## src/rtl/calc_pkg.sv

```systemverilog
// calc_pkg: definitions shared by the keypad entry front end.
//   Key code constants, opcode encoding, the entry FSM state enum,
//   the default operand digit count, operand/result widths and small
//   decode helpers used by keypad_entry.
package calc_pkg;

  // Default number of decimal digits accepted per operand
  localparam int MAX_DIGITS_DEF = 4;

  // Operand holds 0..9999 in binary; result holds 9999*9999
  localparam int OPERAND_W   = 14;
  localparam int RESULT_W    = 27;
  localparam int OPERAND_MAX = 9999;

  // Key codes from the scanner; 0..9 are plain digits
  localparam logic [3:0] KEY_ADD = 4'd10;
  localparam logic [3:0] KEY_SUB = 4'd11;
  localparam logic [3:0] KEY_MUL = 4'd12;
  localparam logic [3:0] KEY_DIV = 4'd13;
  localparam logic [3:0] KEY_EQ  = 4'd14;
  localparam logic [3:0] KEY_CLR = 4'd15;

  typedef enum logic [1:0] {
    OP_ADD = 2'd0,
    OP_SUB = 2'd1,
    OP_MUL = 2'd2,
    OP_DIV = 2'd3
  } opcode_t;

  typedef enum logic [2:0] {
    ENTER_A = 3'd0,
    OP_SET  = 3'd1,
    ENTER_B = 3'd2,
    REQ     = 3'd3,
    WAIT    = 3'd4,
    SHOW    = 3'd5
  } state_t;

  function automatic logic is_digit(input logic [3:0] k);
    return (k <= 4'd9);
  endfunction

  function automatic logic is_operator(input logic [3:0] k);
    return (k >= KEY_ADD) && (k <= KEY_DIV);
  endfunction

  // Operator keys 10..13 map onto opcodes 0..3; adding 2 to the low two
  // bits of the key code gives that mapping without a subtractor.
  function automatic opcode_t key_to_opcode(input logic [3:0] k);
    logic [1:0] low;
    low = k[1:0] + 2'd2;
    return opcode_t'(low);
  endfunction

  // Decimal shift-in: value*10 + digit. Callers only use this while fewer
  // than MAX_DIGITS digits are held, so the result always fits.
  function automatic logic [OPERAND_W-1:0] append_digit(
    input logic [OPERAND_W-1:0] value,
    input logic [3:0]           d
  );
    logic [OPERAND_W+3:0] wide;
    wide = ({4'd0, value} * 18'd10) + {14'd0, d};
    return wide[OPERAND_W-1:0];
  endfunction

endpackage

```

## src/rtl/key_edge.sv

```systemverilog
// key_edge: turns the scanner's key-held level into a one-cycle event.
//   clock    in   system clock
//   reset    in   synchronous active-high reset
//   push     in   key-held level from the scanner
//   digit    in   key code, valid while push is high
//   key_evt  out  high on the first cycle push is seen high after low
//   key_code out  key code sampled in the key_evt cycle
module key_edge (
  input  logic       clock,
  input  logic       reset,
  input  logic       push,
  input  logic [3:0] digit,
  output logic       key_evt,
  output logic [3:0] key_code
);

  logic push_q;

  // Push history resets to 1 so a key still held through reset looks
  // already seen and must be released and pressed again to count.
  always_ff @(posedge clock) begin
    if (reset) begin
      push_q <= 1'b1;
    end else begin
      push_q <= push;
    end
  end

  assign key_evt  = push & ~push_q;
  assign key_code = digit;

endmodule

```

## src/rtl/keypad_entry.sv

```systemverilog
// keypad_entry: keypad front end for a four-function calculator.
//   clock        in   system clock
//   reset        in   synchronous active-high reset
//   digit        in   key code from the scanner (0-9 digits, 10-13 ops,
//                     14 equals, 15 clear)
//   push         in   key-held level from the scanner
//   operand_a    out  first operand, binary
//   operand_b    out  second operand, binary
//   opcode       out  0 add, 1 sub, 2 mul, 3 div
//   calc_valid   out  request to the arithmetic unit
//   calc_ready   in   arithmetic unit accepts the request
//   result_valid in   one-cycle strobe qualifying result_in
//   result_in    in   unsigned result from the arithmetic unit
//   disp_value   out  current entry or last result for the display
//   ovf          out  last result exceeded 9999; chaining blocked
module keypad_entry
  import calc_pkg::*;
#(
  parameter int MAX_DIGITS = MAX_DIGITS_DEF
) (
  input  logic                 clock,
  input  logic                 reset,
  input  logic [3:0]           digit,
  input  logic                 push,
  output logic [OPERAND_W-1:0] operand_a,
  output logic [OPERAND_W-1:0] operand_b,
  output logic [1:0]           opcode,
  output logic                 calc_valid,
  input  logic                 calc_ready,
  input  logic                 result_valid,
  input  logic [RESULT_W-1:0]  result_in,
  output logic [RESULT_W-1:0]  disp_value,
  output logic                 ovf
);

  localparam int CNT_W = $clog2(MAX_DIGITS + 1);
  localparam logic [CNT_W-1:0] CNT_MAX = CNT_W'(MAX_DIGITS);
  localparam logic [CNT_W-1:0] CNT_ONE = CNT_W'(1);

  state_t               state_q, state_d;
  logic [OPERAND_W-1:0] operand_a_q, operand_b_q;
  opcode_t              opcode_q;
  logic [CNT_W-1:0]     count_a_q, count_b_q;
  logic [RESULT_W-1:0]  result_q;
  logic                 ovf_q;

  logic       key_evt;
  logic [3:0] key_code;
  logic       evt_digit, evt_op, evt_eq, evt_clr;
  logic       clear_all;

  key_edge u_key_edge (
    .clock    (clock),
    .reset    (reset),
    .push     (push),
    .digit    (digit),
    .key_evt  (key_evt),
    .key_code (key_code)
  );

  assign evt_digit = key_evt && is_digit(key_code);
  assign evt_op    = key_evt && is_operator(key_code);
  assign evt_eq    = key_evt && (key_code == KEY_EQ);
  assign evt_clr   = key_evt && (key_code == KEY_CLR);

  // Clear is honoured everywhere except while a calculation is in flight
  assign clear_all = evt_clr && (state_q != REQ) && (state_q != WAIT);

  // State register
  always_ff @(posedge clock) begin
    if (reset) begin
      state_q <= ENTER_A;
    end else begin
      state_q <= state_d;
    end
  end

  // Next-state logic; REQ and WAIT ignore every key so the request stays
  // coherent with the arithmetic unit.
  always_comb begin
    state_d = state_q;
    case (state_q)
      ENTER_A: begin
        if (clear_all)   state_d = ENTER_A;
        else if (evt_op) state_d = OP_SET;
      end
      OP_SET: begin
        if (clear_all)      state_d = ENTER_A;
        else if (evt_digit) state_d = ENTER_B;
      end
      ENTER_B: begin
        if (clear_all)   state_d = ENTER_A;
        else if (evt_eq) state_d = REQ;
      end
      REQ: begin
        if (calc_ready) state_d = WAIT;
      end
      WAIT: begin
        if (result_valid) state_d = SHOW;
      end
      SHOW: begin
        if (clear_all)               state_d = ENTER_A;
        else if (evt_digit)          state_d = ENTER_A;
        else if (evt_op && !ovf_q)   state_d = OP_SET;
      end
      default: state_d = ENTER_A;
    endcase
  end

  // Operand, opcode, digit count and result registers. Nothing changes in
  // REQ, which keeps the request stable until the handshake completes.
  always_ff @(posedge clock) begin
    if (reset || clear_all) begin
      operand_a_q <= '0;
      operand_b_q <= '0;
      opcode_q    <= OP_ADD;
      count_a_q   <= '0;
      count_b_q   <= '0;
      result_q    <= '0;
      ovf_q       <= 1'b0;
    end else begin
      case (state_q)
        ENTER_A: begin
          if (evt_digit && (count_a_q < CNT_MAX)) begin
            operand_a_q <= append_digit(operand_a_q, key_code);
            count_a_q   <= count_a_q + CNT_ONE;
          end else if (evt_op) begin
            opcode_q <= key_to_opcode(key_code);
          end
        end
        OP_SET: begin
          if (evt_op) begin
            opcode_q <= key_to_opcode(key_code);
          end else if (evt_digit) begin
            operand_b_q <= append_digit('0, key_code);
            count_b_q   <= CNT_ONE;
          end
        end
        ENTER_B: begin
          if (evt_digit && (count_b_q < CNT_MAX)) begin
            operand_b_q <= append_digit(operand_b_q, key_code);
            count_b_q   <= count_b_q + CNT_ONE;
          end
        end
        WAIT: begin
          if (result_valid) begin
            result_q <= result_in;
            ovf_q    <= (result_in > RESULT_W'(OPERAND_MAX));
          end
        end
        SHOW: begin
          if (evt_digit) begin
            operand_a_q <= append_digit('0, key_code);
            operand_b_q <= '0;
            count_a_q   <= CNT_ONE;
            count_b_q   <= '0;
            ovf_q       <= 1'b0;
          end else if (evt_op && !ovf_q) begin
            // Chain: the previous result becomes the first operand
            operand_a_q <= result_q[OPERAND_W-1:0];
            opcode_q    <= key_to_opcode(key_code);
          end
        end
        default: ;
      endcase
    end
  end

  // Output logic: request flag and display source follow the state
  always_comb begin
    calc_valid = (state_q == REQ);
    case (state_q)
      ENTER_A, OP_SET:    disp_value = RESULT_W'(operand_a_q);
      ENTER_B, REQ, WAIT: disp_value = RESULT_W'(operand_b_q);
      SHOW:               disp_value = result_q;
      default:            disp_value = '0;
    endcase
  end

  assign operand_a = operand_a_q;
  assign operand_b = operand_b_q;
  assign opcode    = opcode_q;
  assign ovf       = ovf_q;

endmodule

```

## config.mk

```make
export PLATFORM = sky130hd
export DESIGN_NAME = keypad_entry
export DESIGN_NICKNAME = d
export VERILOG_FILES = /design/src/rtl/calc_pkg.sv /design/src/rtl/key_edge.sv /design/src/rtl/keypad_entry.sv
export SDC_FILE = /design/constraint.sdc
export NUM_CORES = 1
export LEC_CHECK = 0
export ABC_AREA = 1
export ABC_CLOCK_PERIOD_IN_PS = 6600
export CAP_MARGIN = 10
export CORE_AREA = 4 4 119 121
export CTS_CLUSTER_DIAMETER = 200
export DETAILED_ROUTE_END_ITERATION = 10
export DIE_AREA = 0 0 123 125
export GPL_TIMING_DRIVEN = 0
export REMOVE_ABC_BUFFERS = 1
export SLEW_MARGIN = 15
export SYNTH_ARGS = -nofsm -noshare
export SYNTH_HDL_FRONTEND = slang
export SYNTH_SLANG_ARGS = --single-unit
```

## constraint.sdc

```tcl
create_clock -name clock -period 6.6 [get_ports clock]
set_input_delay 1.32 -clock clock [delete_from_list [all_inputs] [get_ports clock]]
set_output_delay 1.32 -clock clock [all_outputs]
set_load 0.02 [all_outputs]
```

# Yosys cells after proc, flatten, opt, wreduce, memory -nomap -nowiden
# Index checks and enable logic that the tools add are counted.
[op_classes] n_addsub=5 mul=2 div_mod_pow=0 order_cmp=6 n_eq_ne=24 shift=0 mux=37 bitwise_logic=2 n_reduce_logical=26
[op_table] cell="$mux 14" n=7
[op_table] cell="$pmux 27 s3" n=1
[op_table] cell="$mux 3" n=16
[op_table] cell="$pmux 14 s3" n=1
[op_table] cell="$add 14x4->14" n=2
[op_table] cell="$mul 14x3->13 const B" n=2
[op_table] cell="$pmux 14 s2" n=1
[op_table] cell="$gt 27x14->1 const B" n=1
[op_table] cell="$ne 2x2->1 const B" n=9
[op_table] cell="$pmux 3 s6" n=1
[op_table] cell="$ne 3x3->1 const B" n=5
[op_table] cell="$logic_and 1x1->1" n=10
[op_table] cell="$pmux 3 s3" n=1
[op_table] cell="$reduce_and 3->1" n=3
[op_table] cell="$eq 4x4->1 const B" n=2
[op_table] cell="$le 4x4->1 const B" n=2
[op_table] cell="$mux 2" n=4
[op_table] cell="$add 3x1->3 const B" n=2
[op_table] cell="$eq 3x2->1 const B" n=2
[op_table] cell="$eq 3x3->1 const B" n=2
[op_table] cell="$lt 3x3->1 const B" n=2
[op_table] cell="$pmux 2 s3" n=1
[op_table] cell="$pmux 3 s2" n=1
[op_table] cell="$reduce_and 6->1" n=1
[op_table] cell="other kinds (20)" n=23
[word_totals] regBits=68 latchBits=0 ramBits=0 rom_bits=0 inputBits=36 out_inout_bits=59 word_cells=111 n_memories=0

# Depth between registers and ports, before layout
# Gate-level depths: netlist of run 1.
[depth] word_depth=8 depth_mapped=17 depth_no_buf=17

# Hierarchy
# A second synthesis of run 1 with hierarchy kept.
[unflattened] cells_unflattened=788 area_unflattened_um2=5078.6
[modules_own_cells] module="keypad_entry" n_inst=1 cells_each=779 area_per_inst_um2=5011.1 seq_area_each_um2=1341.3
[modules_own_cells] module="key_edge" n_inst=1 cells_each=9 area_per_inst_um2=67.6 seq_area_each_um2=20.0

# Worst setup path before layout of run 1
# No wires, ideal clock.
[synth_timing] path_type="in2reg" from="input port digit[1]" to="register operand_a_q[13] (netlist: operand_a[13])" setup_ps=70 arrival_ps=2835 t_required_ps=6530 slack_ps=3695 path_stages=16 n_path_buf=0 path_cell_list="ha_1 > inv_1 > fa_1 > inv_1 > nand2_1 > nand2_1 > nand2_1 > nor2_1 > nand2_1 > nor2_1 > nand2_1 > nor2_1 > nand2_1 > nand2_1 > nand3_1 > a21oi_1"
[synth_via] elab_chain_cells=6 elab_cells_between_ends=20 classes_between="add/sub: 1; order compare: 3; eq/ne: 3; mux: 3; reduce/logical: 10"
[synth_lines] item="start: declaration" line_no="keypad_entry.sv:23" rtl="input logic [3:0] digit,"
[synth_lines] item="parallel branches: the longest is 6 deep, another holds $add 14x4->14"
[synth_lines] item="end signal: assignment" line_no="keypad_entry.sv:125" rtl="operand_a_q <= append_digit(operand_a_q, key_code);"
[synth_lines] item="end signal: assignment" line_no="keypad_entry.sv:153" rtl="operand_a_q <= append_digit('0, key_code);"
[synth_lines] item="end signal: assignment" line_no="keypad_entry.sv:160" rtl="operand_a_q <= result_q[OPERAND_W-1:0];"
[synth_lines] item="end: declaration" line_no="keypad_entry.sv:41" rtl="logic [OPERAND_W-1:0] operand_a_q, operand_b_q;"
# Parallel ways; which one is timed is not known. The select of a mux whose other input is x is not followed.
# A chain may end at the register's enable or synchronous reset.

# Worst setup path after layout of run 1
[layout_timing] from="register state_q[0]" to="output port disp_value[6]"
[layout_via] elab_chain_cells=3 elab_cells_between_ends=9 classes_between="eq/ne: 5; mux: 1; reduce/logical: 3"
[layout_lines] item="start: declaration" line_no="keypad_entry.sv:40" rtl="state_t state_q, state_d;"
[layout_lines] item="start signal: assignment" line_no="keypad_entry.sv:74" rtl="state_q <= state_d;"
[layout_lines] item="$eq 3x2->1 (tied with other cells)" line_no="keypad_entry.sv:172" rtl="case (state_q)"
[layout_lines] item="$reduce_or 3->1 / $reduce_or 2->1 (equally long branches)" line_no="keypad_entry.sv:172"
[layout_lines] item="$pmux 27 s3 (*)" line_no="keypad_entry.sv:172"
[layout_lines] item="end: declaration" line_no="keypad_entry.sv:32" rtl="output logic [RESULT_W-1:0] disp_value,"
# Every way passes the cells marked *; elsewhere a longest branch is shown, timed or not.

==> impl_summary.md, run 1 <==
Global route
The first-pass GRT wire length is roughly 25 mm. The initial antenna violation count came to 0. The global-route total usage across every layer is 20.1%.

The pin count of the biggest net entering global routing is 48. The total congestion overflow after global routing is 0. The number of global-route vias before repair came to roughly 5,200.

Clock tree
The number of gates resized after cts is 0. The post-CTS setup buffer count is 0. For this design, the CTS-stage hold fixing added 0 buffers. Counting along the longest clock path gives a buffer depth of 2. In this run the clock root is driven by a clkbuf_16. The register clock-pin slew on the reported worst setup and hold paths is 0.06 ns.

The number of buffers created by CTS is 9. The number of H-tree levels is 3. CTS saw about 70 sinks. The clock latency at the later pin of the worst-skew pair is between 0.3 and 0.4 ns.

The TritonCTS clock tree is done.

Setup path
Tracing the worst setup path back leads to its startpoint at state_q[0]. The sort of element at the end of the critical path is a primary output. The endpoint required time on the critical path is around 5.3 ns. The critical path goes through inv_1, nor2_1, inv_2, nor2_4, inv_2, o211ai_1, clkdlybuf4s50_1. The critical path is of the reg2out type. The worst path buffer plus inverter count is 4. STA classifies the critical path startpoint as a flop.

The worst-path maximum fanout is 30. The cell that appears most often on the critical path is inv_2. The cell at the slowest stage of the critical path is clkdlybuf4s50_1.

The critical path arrival is roughly 2.9 ns. The largest stage delay on the critical path is about 0.66 ns. The depth of the worst register-to-register path is 16.

The worst register-to-register path begins at operand_b[1]. The cell family contributing the most delay on the critical path is buffers and inverters. Counting buffers and inverters, the worst setup path is 7 cells deep.

Detailed routing
For this run, design rule violations remaining after detail routing come to 0. The post-detailed-route via-to-cell ratio is around 5.0. The count of antenna-violating nets left after detailed routing is 0. Before antenna repair, the detailed router went through 5 iterations. The routed design has 15.1 mm of wire. In the final routed layout, each cell accounts on average for 14.2 um. The count of vias placed by the detailed router is roughly 5,300. For this block, the initial DRC count from the detailed router was between 300 and 400.

Worst hold path
The type of the tightest min-delay check is reg2reg. The startpoint identified for the worst hold timing path is opcode[0]. The worst hold path passes through 2 cells.

Timing
In the final timing run, aggregate negative setup slack is 0 ns. The hold violation count in the final report is 0. The time the worst path needs with I/O delays and setup is between 4 and 5 ns. The number of pins exceeding their max-slew limit in the final report is 0.

The setup skew after layout is about 0.0045 ns. Setup repair after global routing left no endpoint under its margin. The peak clock frequency supported by timing is between 200 and 250 MHz. The final cycle utilization of the critical path is approximately 64%. Measured against its own limit, the worst slew margin works out to 35.1%. The transition time of the tightest slew-check pin is 0.972 ns. The setup slack of the critical path after layout is between 2 and 2.5 ns. Setup violations remaining at the end of the flow were counted as 0.

Cells and area
The non-filler instance count after layout is roughly 1,100. The layout overhead on the synthesized area is 25.3%. The number of inserted filler cells in the final layout is between 1,000 and 1,500. The number of antenna diodes in the final layout is 0.

Leaving out fill and tap cells, the most frequent cell in the layout is nand2_1. In the layout the commonest cells are nand2_1 (244), inv_1 (102), clkdlybuf4s50_1 (94). In the final layout, the share of cells above drive strength 1 is 5.98%. Measured on the finished design, the core utilization comes to approximately 50%.

The net count reported at finish is about 970.

Yosys
After synthesis the cells add up to approximately 5200 um^2. The part of the Yosys area used for sequential elements is around a quarter. The unique cell type count in the Yosys netlist is 41. Dividing the synthesized area by the synthesized cell count gives approximately 6.5 um^2.

The dominant combinational cell family by area after synthesis is simple AND/OR/NAND/NOR gates. Counting flops with an async set or reset pin after synthesis yields a share of 0%. In the post-synthesis netlist, the biggest area contributors are dfxtp_1 (26%), nand2_1 (18%), ha_1 (11%). The complex-gate fraction of the synthesized area is between 10% and 20%. The dominant synthesized flop cell is dfxtp_1. Of the total synthesized cell area, the portion taken by AND, OR, NAND and NOR gates is between 30% and 40%. The portion of netlist area occupied by mux cells is 0%. The Yosys step of the flow raised 0 warnings. The synthesized instance count is roughly 800.

Summing the areas of all xor and xnor instances in the mapped netlist gives between 1 and 1.5% of the synthesized area. The share of synthesized area in the top cell type comes to around a quarter. The synthesized netlist devotes roughly 13% of its cell area to adder and majority cells. The number of enable-type register cells in the synthesized netlist is 0. The register bit total from synthesis is between 60 and 70. The largest area contributor in the netlist is dfxtp_1.

Floorplanning
The die is 125 um tall. The site row count is 42. For this configuration, the core starts out at a cell density of 39.5%. The count of boundary I/O pins is 95. The core region area is 13,100 um^2. Measured along the x axis, the die boundary spans about 120 um. The floorplan step defined a die boundary enclosing 15,400 um^2.

Placed design
At the placement stage, the worst setup path has a slack of ~2.6 ns. The last weighted congestion value of the routability-driven placer is approximately 0.89. The number of placed instances, taps included, is 1,048. Buffers placed on the I/O ports in this run total between 90 and 100. Once detailed placement completed, the half-perimeter wirelength came to 11.7 mm.

Power
The static leakage power is 2.82 nW. In this run the power density over the cells is 209 nW/um^2. VDD sags by at most approximately 0.00024 V.

Total power for the finished layout comes to 1.36 mW.

Outcome
The flow ran to the end, and the final reports show no timing, DRC or antenna violations.

Run
The tool flagged a number of max-cap violations equal to 0.
flip-flops by register name (all words and copies together) (netlist names):
signal,count
count_b_q,3
result_q,27
operand_b,14
opcode,2
u_key_edge.push_q,1
count_a_q,3
state_q,3
operand_a,14
ovf,1
cell usage after synthesis (2+ instances only):
| cell | number |
|---|---|
| a41oi_1 | 2 |
| ha_1 | 46 |
| inv_1 | 102 |
| nand2_2 | 3 |
| nand3_1 | 53 |
| a22oi_1 | 5 |
| a32oi_1 | 2 |
| o211ai_1 | 7 |
| fa_1 | 4 |
| a21oi_2 | 14 |
| xor2_1 | 4 |
| o21ai_1 | 4 |
| a31oi_1 | 5 |
| o22ai_1 | 2 |
| nand3b_1 | 2 |
| clkbuf_1 | 7 |
| clkinv_1 | 2 |
| nor2_1 | 58 |
| buf_2 | 8 |
| nor3_1 | 5 |
| a21oi_1 | 67 |
| o21ai_0 | 37 |
| nor4_1 | 3 |
| or2_2 | 2 |
| xnor2_1 | 4 |
| buf_6 | 5 |
| nand2_1 | 244 |
| nand4_1 | 7 |
| inv_2 | 9 |
| or2_1 | 4 |
| dfxtp_1 | 68 |
| nor2_4 | 4 |
kinds of logic after synthesis:
| family | after synthesis |
|---|---|
| buffers and inverters | 135 |
| AND/OR/NAND/NOR | 388 |
| XOR/XNOR | 8 |
| AO/OA/AOI/OAI | 149 |
| flip-flops | 68 |
| adder cells (fa/ha/maj) | 50 |
final timing paths:
check	endpoint	slack [ns]
setup / recovery	disp_value[6]	2.36
hold / removal	opcode[0]	0.45
hold reg to reg	opcode[0]	0.45
setup reg to reg	operand_b[12]	3.72
area by class of cell:
class                   count  area [um^2]  share of cell area (%)
repair buffers             95          952                    14.7
clock inverters             2         10.0                   0.155
clock buffers              13          260                    4.02
well taps                 176          220                    3.40
flip-flops and latches     68         1360                    21.0
inverters                 114          429                    6.63
multi-input cells         595         3240                    50.0
per-layer routing:
metal / global-route usage (%) / vias up / share of wire [%]
met5: 0 / - / 0
met4: 5.93 / 0 / 2.1
met3: 4.20 / 22 / 5.1
met1: 27.6 / 2411 / 47
met2: 31.9 / 132 / 46
li1: - / 2766 / -
worst min-delay path, stage by stage (launching register included):
cell and delay [ns]:
dfxtp_1 0.31, inv_1 0.05, a21oi_1 0.05
report_power, final:
| group | internal (mW) | switching (mW) | total, mW |
|---|---|---|---|
| Sequential | 0.443 | 0.0340 | 0.477 |
| Combinational | 0.135 | 0.298 | 0.433 |
| Clock | 0.272 | 0.174 | 0.446 |
| Total | 0.850 | 0.506 | 1.36 |
through the flow:
stage / cell area [um^2] / hold WS (ns)
finish: 6470 / 0.448
global route: 6470 / 0.481
CTS: 6470 / 0.454
detailed placement: 6200 / 0.441
global placement: 6190 / 0.437
floorplan: 5030 / 0.428
(Power assumes the default switching activity.)
==> inputs of run 2 (changes only) <==
--- a/config.mk
+++ b/config.mk
@@ -6,7 +6,7 @@
 export NUM_CORES = 1
 export LEC_CHECK = 0
 export ABC_AREA = 1
-export ABC_CLOCK_PERIOD_IN_PS = 6600
+export ABC_CLOCK_PERIOD_IN_PS = 4000
 export CAP_MARGIN = 10
 export CORE_AREA = 4 4 119 121
 export CTS_CLUSTER_DIAMETER = 200
==> constraint.sdc (replaced) <==
create_clock -name clock -period 4 [get_ports clock]
set_input_delay 0.8 -clock clock [delete_from_list [all_inputs] [get_ports clock]]
set_output_delay 0.8 -clock clock [all_outputs]
set_load 0.02 [all_outputs]
==> results of run 2 <==
The final DEF is identical to that of run 1. Status: finished clean.
Main changes from that run: setup slack after placement 2.63 ns -> 0.546 ns; setup slack after layout 2.36 ns -> 0.283 ns; register-to-register setup slack 3.72 ns -> 1.12 ns; total power 1.36 mW -> 2.24 mW; worst IR drop on VDD 0.000239 V -> 0.000394 V
==> inputs of run 3 (changes only) <==
--- a/config.mk
+++ b/config.mk
@@ -8,10 +8,10 @@
 export ABC_AREA = 1
 export ABC_CLOCK_PERIOD_IN_PS = 4000
 export CAP_MARGIN = 10
-export CORE_AREA = 4 4 119 121
+export CORE_AREA = 2 2 117 119
 export CTS_CLUSTER_DIAMETER = 200
 export DETAILED_ROUTE_END_ITERATION = 10
-export DIE_AREA = 0 0 123 125
+export DIE_AREA = 0 0 119 121
 export GPL_TIMING_DRIVEN = 0
 export REMOVE_ABC_BUFFERS = 1
 export SLEW_MARGIN = 15
==> impl_summary.md, run 3 (synthesized netlist as in run 1, its figures left out) <==
Worst hold path
The worst hold path depth is 2. The startpoint identified for the worst hold timing path is opcode[0]. The worst hold path belongs to the class reg2reg. For hold timing, the worst endpoint is opcode[0].

Timing
Counting I/O delays and the setup requirement, the final critical path takes about 3.8 ns. The number of pins exceeding their max-slew limit in the final report is 0. The worst path meets setup with 0.212 ns of slack. The total negative slack for setup checks is 0 ns. Setup repair after global routing left no endpoint under its margin.

Based on the critical path, the design can be clocked at up to 264 MHz. The hold violation count in the final report is 0. At the pin with the least slew margin, the transition time is about 0.96 ns. The worst slack on hold paths is ~0.45 ns. The worst path uses between 90% and 100% of the clock period.

The worst-case headroom to the max-slew limit is a little over a third. The final count of negative-setup-slack endpoints is 0. The clock arrives with 0.00571 ns of skew.

Placed design
In this run, placement finished with an instance count of approximately 1,000. The total of buffers placed on input and output ports is 94. The placed instance area is ~6200 um^2.

The sum of net half-perimeters after detailed placement is around 12 mm. The worst slack after detailed placement is 0.529 ns. At the end of routability-driven placement, the weighted congestion stood at about 0.88.

Setup path
The critical path startpoint category is a flop. The endpoint required time on the critical path is roughly 3.2 ns. At the worst endpoint, the arrival time is 2.99 ns. Of all nets on the critical path, the largest fanout is 30. The worst setup path is of the reg2out kind.

The depth of the worst register-to-register path is 16. For flop-to-flop paths, the worst setup slack is approximately 1.1 ns. The worst flop-to-flop path startpoint is operand_b[1]. The capture instance of the worst register-to-register path is operand_b[12]. STA classifies the critical path endpoint as a primary output.

Clock tree
The post-CTS setup buffer count is 0. The number of H-tree levels is 3. Buffers inserted to repair hold after CTS numbered 0.

The library cell used as clock root buffer is clkbuf_16. For this design, the sink count on the clock tree is 68. The maximum root-to-sink buffer count is 2. Once the clock tree was built, the resizer swapped 0 gates to a different size.

The clock latency at the later pin of the worst-skew pair is ~0.33 ns. Clock-pin slew was measured on the worst setup and hold paths at about 0.05 ns. TritonCTS built the clock tree. In this run, CTS created clock tree buffers numbering 9.

Cells and area
In the layout the commonest cells are nand2_1 (244), inv_1 (102), clkdlybuf4s50_1 (94). The library cell used most frequently in the layout, excluding fill and tap cells, is nand2_1. Cells fill approximately half of the core in the end.

The number of inserted filler cells in the final layout is 1,336. The area used by sequential logic in the layout is approximately 1400 um^2. The number of antenna diodes in the final layout is 0. Relative to the synthesized area, the layout overhead comes to 25.8%.

The net count reported at finish is ~970. The area of the multi-input gates is between 3000 and 4000 um^2. More flip-flops sit in one register than any other, and that register is result_q.

The finished cells cover around 6500 um^2. Leaving out filler cells and counting taps, the final layout contains 1,063. The share of final-layout standard cells stronger than drive strength 1 is ~6.1%. The register with the most flip-flops in the layout has 27 of them.

Global route
For this run the aggregate overflow at the end of global routing stands at 0. The first global-routing pass estimated approximately 25 mm of wire. The number of global-route vias before repair was ~5,100. Global routing used between 20% and 30% of the available tracks. The initial antenna violation count came to 0.

The pin count of the biggest net entering global routing is 48.

Floorplanning
The site row count is 42. The die boundary width is about 120 um. The die footprint is between 10,000 and 15,000 um^2. The initial standard-cell utilization of the core is between 30% and 40%. During I/O placement, the number of pins put on the boundary was 95. The floorplan die height is 121 um.

The core region is 13,100 um^2.

Outcome
The flow ran to the end, and the final reports show no timing, DRC or antenna violations.

Run
The max-cap check violation count is 0.

Detailed routing
For this block, the initial DRC count from the detailed router was about 340. The detail-routed net length per standard cell is 14.3 um. The total wire length is between 15 and 20 mm. The count of vias placed by the detailed router is 5,394.

In this run the remaining antenna-violating nets after routing total 0. For this run, design rule violations remaining after detail routing come to 0. Dividing the detail-routed via count by the number of cells gives slightly above 5. The first-pass detailed-route iteration total is 5.

Power
The power density over the cells is 351 nW/um^2. The worst-case vdd ir drop is roughly 0.00040 V. The total power is 2.28 mW.

The static leakage power is about 2.8 nW.
[run 3: changes by cell type in the layout (fill, tap and decap cells not counted)]
cell / delta
buf_6: -1
clkinv_2: -1
clkbuf_1: -1
buf_8: +1
clkbuf_8: +2
[run 3: critical path, stage by stage (launching register included)]
cell,delay (ns)
dfxtp_1,0.45
inv_1,0.06
nor2_1,0.11
inv_2,0.09
nor2_4,0.47
inv_2,0.43
o211ai_1,0.37
clkdlybuf4s50_1,0.66
[run 3: power breakdown]
part           switching [mW]  leakage, nW  internal (mW)
clock network           0.284        0.145          0.483
logic                   0.497         2.13          0.225
registers              0.0566        0.550          0.731
[run 3: worst max path at each step]
stage / from / end / slack [ns] / cells past startpoint
4_1_cts: state_q[0] / disp_value[2] / 0.22 / 7
5_1_grt: state_q[0] / disp_value[6] / 0.02 / 7
6_report: state_q[0] / disp_value[6] / 0.21 / 7
3_5_place_dp: digit[1] / operand_a[13] / 0.53 / 17
3_3_place_gp: result_valid / result_q[5] / -0.65 / 6
2_1_floorplan: result_valid / result_q[0] / 1.00 / 5
[run 3: cell type report]
cell class | count | area share, %
clock buffer | 14 | 4.37
timing repair buffer | 95 | 14.7
multi-input combinational | 595 | 49.9
inverter | 114 | 6.61
clock inverter | 1 | 0.0771
tap | 176 | 3.39
sequential | 68 | 21.0
[run 3: layer usage]
metal  GRT usage (%)  share of wire, %  up-vias
met5               0                 0        -
met4            7.96               1.8        0
met3            2.58               4.1       15
met2            35.8                46      127
met1            28.7                48     2490
li1                -                 -     2762
